`src/rtl/maxnet_pkg.sv`:
```
// Shared constants and state encoding for the Maxnet initiator and the Maxnet core.
package maxnet_pkg;

    localparam int W              = 5;
    localparam int N_INPUTS       = 4;
    localparam int TIMEOUT_CYCLES = 1024;

    typedef enum logic [1:0] {
        COLLECT = 2'd0,
        START   = 2'd1,
        WAIT    = 2'd2,
        HOLD    = 2'd3
    } state_t;

endpackage

```
`src/rtl/maxnet_watchdog.sv`:
```
// WAIT-state cycle counter; compiled only when MAXNET_TIMEOUT_EN is defined.
`ifdef MAXNET_TIMEOUT_EN
module maxnet_watchdog #(
    parameter int TIMEOUT_CYCLES = maxnet_pkg::TIMEOUT_CYCLES
) (
    input  logic clk,
    input  logic rst,
    input  logic clear,
    input  logic count_en,
    output logic expired
);

    localparam int CW = $clog2(TIMEOUT_CYCLES + 1);

    logic [CW-1:0] count;

    // Expiry is the last permitted WAIT cycle, so the FSM leaves WAIT on the next edge.
    assign expired = count_en && (count == CW'(TIMEOUT_CYCLES - 1));

    // Count WAIT cycles; cleared while the start pulse is out.
    always_ff @(posedge clk or posedge rst) begin
        if (rst) begin
            count <= '0;
        end else if (clear) begin
            count <= '0;
        end else if (count_en && !expired) begin
            count <= count + CW'(1);
        end else begin
            count <= count;
        end
    end

endmodule
`endif

```
`src/rtl/maxnet_initiator.sv`:
```
// Maxnet initiator: packs four samples into X1..X4, pulses start, captures the result.
// Optional WAIT watchdog enabled by defining MAXNET_TIMEOUT_EN.
module maxnet_initiator #(
    parameter int W = maxnet_pkg::W
`ifdef MAXNET_TIMEOUT_EN
    , parameter int TIMEOUT_CYCLES = maxnet_pkg::TIMEOUT_CYCLES
`endif
) (
    input  logic         clk,
    input  logic         rst,
    input  logic         in_valid,
    input  logic [W-1:0] in_data,
    output logic         in_ready,
    output logic [W-1:0] X1,
    output logic [W-1:0] X2,
    output logic [W-1:0] X3,
    output logic [W-1:0] X4,
    output logic         start,
    input  logic         mx_done,
    input  logic [W-1:0] mx_result,
    output logic         out_valid,
    output logic [W-1:0] out_data,
    input  logic         out_ready,
    output logic         timeout_err,
    output logic         busy
);

    import maxnet_pkg::*;

    state_t     state;
    logic [1:0] cnt;

`ifdef MAXNET_TIMEOUT_EN
    logic expired;

    maxnet_watchdog #(
        .TIMEOUT_CYCLES(TIMEOUT_CYCLES)
    ) u_watchdog (
        .clk      (clk),
        .rst      (rst),
        .clear    (state == START),
        .count_en (state == WAIT),
        .expired  (expired)
    );
`endif

    // Control FSM; in_ready and busy are registered from the next-state decision.
    always_ff @(posedge clk or posedge rst) begin
        if (rst) begin
            state       <= COLLECT;
            cnt         <= 2'd0;
            X1          <= '0;
            X2          <= '0;
            X3          <= '0;
            X4          <= '0;
            start       <= 1'b0;
            out_valid   <= 1'b0;
            out_data    <= '0;
            timeout_err <= 1'b0;
            in_ready    <= 1'b1;
            busy        <= 1'b0;
        end else begin
            case (state)
                COLLECT: begin
                    if (in_valid && in_ready) begin
                        case (cnt)
                            2'd0:    X1 <= in_data;
                            2'd1:    X2 <= in_data;
                            2'd2:    X3 <= in_data;
                            default: X4 <= in_data;
                        endcase
                        busy <= 1'b1;
                        if (cnt == 2'(N_INPUTS - 1)) begin
                            cnt      <= 2'd0;
                            state    <= START;
                            start    <= 1'b1;
                            in_ready <= 1'b0;
                        end else begin
                            cnt <= cnt + 2'd1;
                        end
                    end
                end
                START: begin
                    start <= 1'b0;
                    state <= WAIT;
                end
                WAIT: begin
                    // A real result always wins over a simultaneous watchdog expiry.
                    if (mx_done) begin
                        out_data    <= mx_result;
                        out_valid   <= 1'b1;
                        timeout_err <= 1'b0;
                        state       <= HOLD;
                    end
`ifdef MAXNET_TIMEOUT_EN
                    else if (expired) begin
                        out_data    <= '0;
                        out_valid   <= 1'b1;
                        timeout_err <= 1'b1;
                        state       <= HOLD;
                    end
`endif
                end
                HOLD: begin
                    if (out_valid && out_ready) begin
                        out_valid   <= 1'b0;
                        timeout_err <= 1'b0;
                        in_ready    <= 1'b1;
                        busy        <= 1'b0;
                        state       <= COLLECT;
                    end
                end
                default: begin
                    state       <= COLLECT;
                    cnt         <= 2'd0;
                    start       <= 1'b0;
                    out_valid   <= 1'b0;
                    timeout_err <= 1'b0;
                    in_ready    <= 1'b1;
                    busy        <= 1'b0;
                end
            endcase
        end
    end

endmodule

```
`config.mk`:
```
export PLATFORM = sky130hd
export DESIGN_NAME = maxnet_initiator
export DESIGN_NICKNAME = d
export VERILOG_FILES = /design/src/rtl/maxnet_pkg.sv /design/src/rtl/maxnet_watchdog.sv /design/src/rtl/maxnet_initiator.sv
export SDC_FILE = /design/constraint.sdc
export NUM_CORES = 1
export LEC_CHECK = 0
export CORE_MARGIN = 2
export CORE_UTILIZATION = 47
export DETAILED_ROUTE_END_ITERATION = 10
export PLACE_DENSITY = 0.89
export SLEW_MARGIN = 20
export SYNTH_ARGS = -nofsm -noshare
export SYNTH_HDL_FRONTEND = slang
export SYNTH_SLANG_ARGS = --single-unit
```
`constraint.sdc`:
```
create_clock -name clk -period 2 [get_ports clk]
set_input_delay 0.3 -clock clk [delete_from_list [all_inputs] [get_ports clk]]
set_output_delay 0.3 -clock clk [all_outputs]
set_load 0.005 [all_outputs]
```
==> results.txt <==
P_int - 0.8289 mW
Post-CTS Resized - 0
Post-Route WL - 3276 um
Overall routing resource usage - 0.1907
Overall power - 1.096 mW
IO buf count - 43
Core region area - 3284 um2
Crit-path leading delay family - flip-flops
# IOs - 45
P per Cell Area - 510.8 nW/um2
Slew @ Worst Pin - 0.5969 ns
Outcome - finished clean
Fin. max-slew vios - 0
Setup Buffers After CTS - 0
P_leak - 1.107 nW
Clk sink count - 33
Worst Path Buf+Inv - 1
Sw power - 0.2673 mW
# diodes - 0
DP Wirelength - 2426 um
Hold crit path type - input pin to asynchronous set/reset pin
Row cnt - 21
Pre-CTS WS - 0.2315 ns
Netlist cell types - 27
Mapped cell area - 1587 um2
Clock power frac - 0.342
RSZ-0062 raised after global routing - false
CP arrival - 1.44 ns
Root Buffer Master - clkbuf_4
Combinational power share - 0.049
#FFs+latches synth - 33
Critical-path top delay cell - dfstp_2
Synthesis-to-layout area growth - 35.25%
Final Cycle Share - 0.8699
Synth warn - 0
CTS clk-pin slew, worst paths - 0.11 ns
CP required - 1.70 ns
Crit path capture type - output port
Dominant cells by area after synthesis - dfrtp_1, mux2_4, ha_1
Crit Path Class - register to output port
Register area share after synthesis - 0.5213
Seq pwr share - 0.608
Final ANT Viol Nets - 0
Via-to-Cell Ratio - 4.976
Share of post-route cells with drive strength above 1 - 0.2716
Slew margin rel. - 0.6017
Count of final setup violators - 0
CTS tree - yes
Area leader, netlist - dfrtp_1
Syn_nets - 135
Top-area cell type share of the netlist area - 0.5047
Syn Inst Count - 110
Clk_lat worst skew - 0.34 ns
CP max stage delay - 0.58 ns
Routed len/inst - 15.75 um
Hold Buf Count CTS - 0
Crit-path cells - clkdlybuf4s50_1
First-pass GRT wire length - 5568 um
Fin crit period - 1.740 ns
Residual DRC - 0
Vias in the first global route - 1117
Pre-antenna DRT Iters - 4
Number of antenna violations at the first check in global routing - 0
Final setup margin - 0.2603 ns
Hold Vio Cnt, Final - 0
Setup_tns - 0 ns
GPL Wtd Cong - 0.7496
Initial Utilization - 0.4830
Clk buf depth - 2
Sw frac - 0.2438
Total CTS buffers - 5
F_max - 574.8 MHz
Via Count - 1035
Mapped Avg Cell Area - 14.42 um2
DR iter-0 viols - 67
Die Y-Extent - 62.10 um
Critical path startpoint category - register
Maximum vdd drop - 0.2931 mV
Die area - 3856 um2
H-tree depth - 2
Die X - 62.10 um
Worst Clk Skew - 0.006170 ns
GRT Residual Overflow - 0
Largest net degree at the start of global routing - 21
Max cap viols - 0
Final #Nets - 186
Crit-path max FO - 5
## final cells by class
cell class	instances	area, um2
Clock buffer	5	37.54
Inverter	8	30.03
Clock inverter	3	17.52
Tap cell	46	57.56
Fill cell	254	1139
Sequential cell	33	827.0
Multi-Input combinational cell	67	710.7
Timing Repair Buffer	46	465.4
## power groups by stage
stage	Combinational (mW)	Sequential (mW)	Clock (mW)
floorplan	0.0138	0.680	0
global placement	0.0526	0.680	0
detailed placement	0.0545	0.680	0
CTS	0.0548	0.667	0.389
global route	0.0589	0.667	0.423
finish	0.0540	0.667	0.375
## stage by stage
step / instance area (um2) / hold WS (ns) / cells / utilization
after floorplan: 1587 / 0.4282 / 110 / -
after global placement: 2091 / 0.4888 / 200 / 0.6366
after detailed placement: 2091 / 0.4932 / 200 / 0.6366
after CTS: 2146 / 0.3151 / 208 / 0.6533
after global routing: 2146 / 0.3385 / 208 / 0.6533
final: 2146 / 0.3080 / 208 / 0.6533
## cells in the mapped netlist
cell type  count
ha_1          10
and3_1         1
inv_1          8
o22ai_1        1
dfstp_2        1
nand2_1        4
o32a_1         1
mux2i_1        2
mux2_4        21
mux2_2         5
and2b_2        1
nand2_4        4
o21ai_0        4
a31oi_1        1
nor2_1         1
nor4_1         1
buf_6          1
a211o_2        1
a21boi_0       2
nand3_1        2
a21oi_1        1
dfrtp_1       32
nor2b_1        1
nor3b_1        1
buf_4          1
conb_1         1
a22o_1         1
## state kept, by name (all words and copies together) (netlist names)
name       flops
X1             5
X2             5
X3             5
X4             5
out_data       5
cnt            2
state          2
busy           1
in_ready       1
out_valid      1
start          1
## layer usage
| layer | track usage | up-vias | part of all wire |
|---|---|---|---|
| met5 | 0 | - | 0 |
| met2 | 0.3220 | 32 | 0.50 |
| li1 | - | 483 | - |
| met1 | 0.2268 | 514 | 0.43 |
| met3 | 0.06703 | 6 | 0.054 |
| met4 | 0.06667 | 0 | 0.016 |
## layout by cell type (no fill, tap or decap), drive strengths merged
master | netlist | final
buf | 2 | 3
clkinvlp | 0 | 1
a211o | 1 | 1
nand2 | 8 | 8
nor4 | 1 | 1
mux2 | 26 | 26
a31oi | 1 | 1
o22ai | 1 | 1
a21oi | 1 | 1
o32a | 1 | 1
and2b | 1 | 1
o21ai | 4 | 4
a21boi | 2 | 2
conb | 1 | 1
nor2 | 1 | 1
clkbuf | 0 | 5
mux2i | 2 | 2
ha | 10 | 10
clkinv | 0 | 2
clkdlybuf4s50 | 0 | 43
nand3 | 2 | 2
nor2b | 1 | 1
inv | 8 | 8
dfrtp | 32 | 32
dfstp | 1 | 1
a22o | 1 | 1
nor3b | 1 | 1
and3 | 1 | 1
## path summary, 6_finish.rpt
check | from | endpoint | slack, ns | cells after the start
min in group clk | out_data[0]$_DFFE_PP0P_ | out_data[0]$_DFFE_PP0P_ | 0.52 | 1
min | rst | start$_DFFE_PP0P_ | 0.31 | 2
max reg2reg | state[1]$_DFFE_PP0P_ | state[1]$_DFFE_PP0P_ | 0.30 | 4
min reg2reg | out_data[0]$_DFFE_PP0P_ | out_data[0]$_DFFE_PP0P_ | 0.52 | 1
max in group asynchronous | rst | X3[4]$_DFFE_PP0P_ | 1.18 | 3
max | in_ready$_DFFE_PP1P_ | in_ready | 0.26 | 1
## logic make-up (layout without fill, tap and decap cells)
logic type | count (synthesis) | count (layout) | synth area share
AO/OA/AOI/OAI | 12 | 12 | 0.05126
adder cells (fa/ha/maj) | 10 | 10 | 0.07886
buffers and inverters | 10 | 62 | 0.03076
flip-flops | 33 | 33 | 0.5213
multiplexers | 28 | 28 | 0.2468
other | 1 | 1 | 0.002364
AND/OR/NAND/NOR | 16 | 16 | 0.06862
## worst reg2reg max path: cells and delay by family, from the launching register on
family / cells / cell delay, ns
adders and majority gates: 1 / 0.25
AOI/OAI and AO/OA: 2 / 0.60
muxes: 1 / 0.29
DFF: 1 / 0.45
Power figures use the tool's default switching activity.
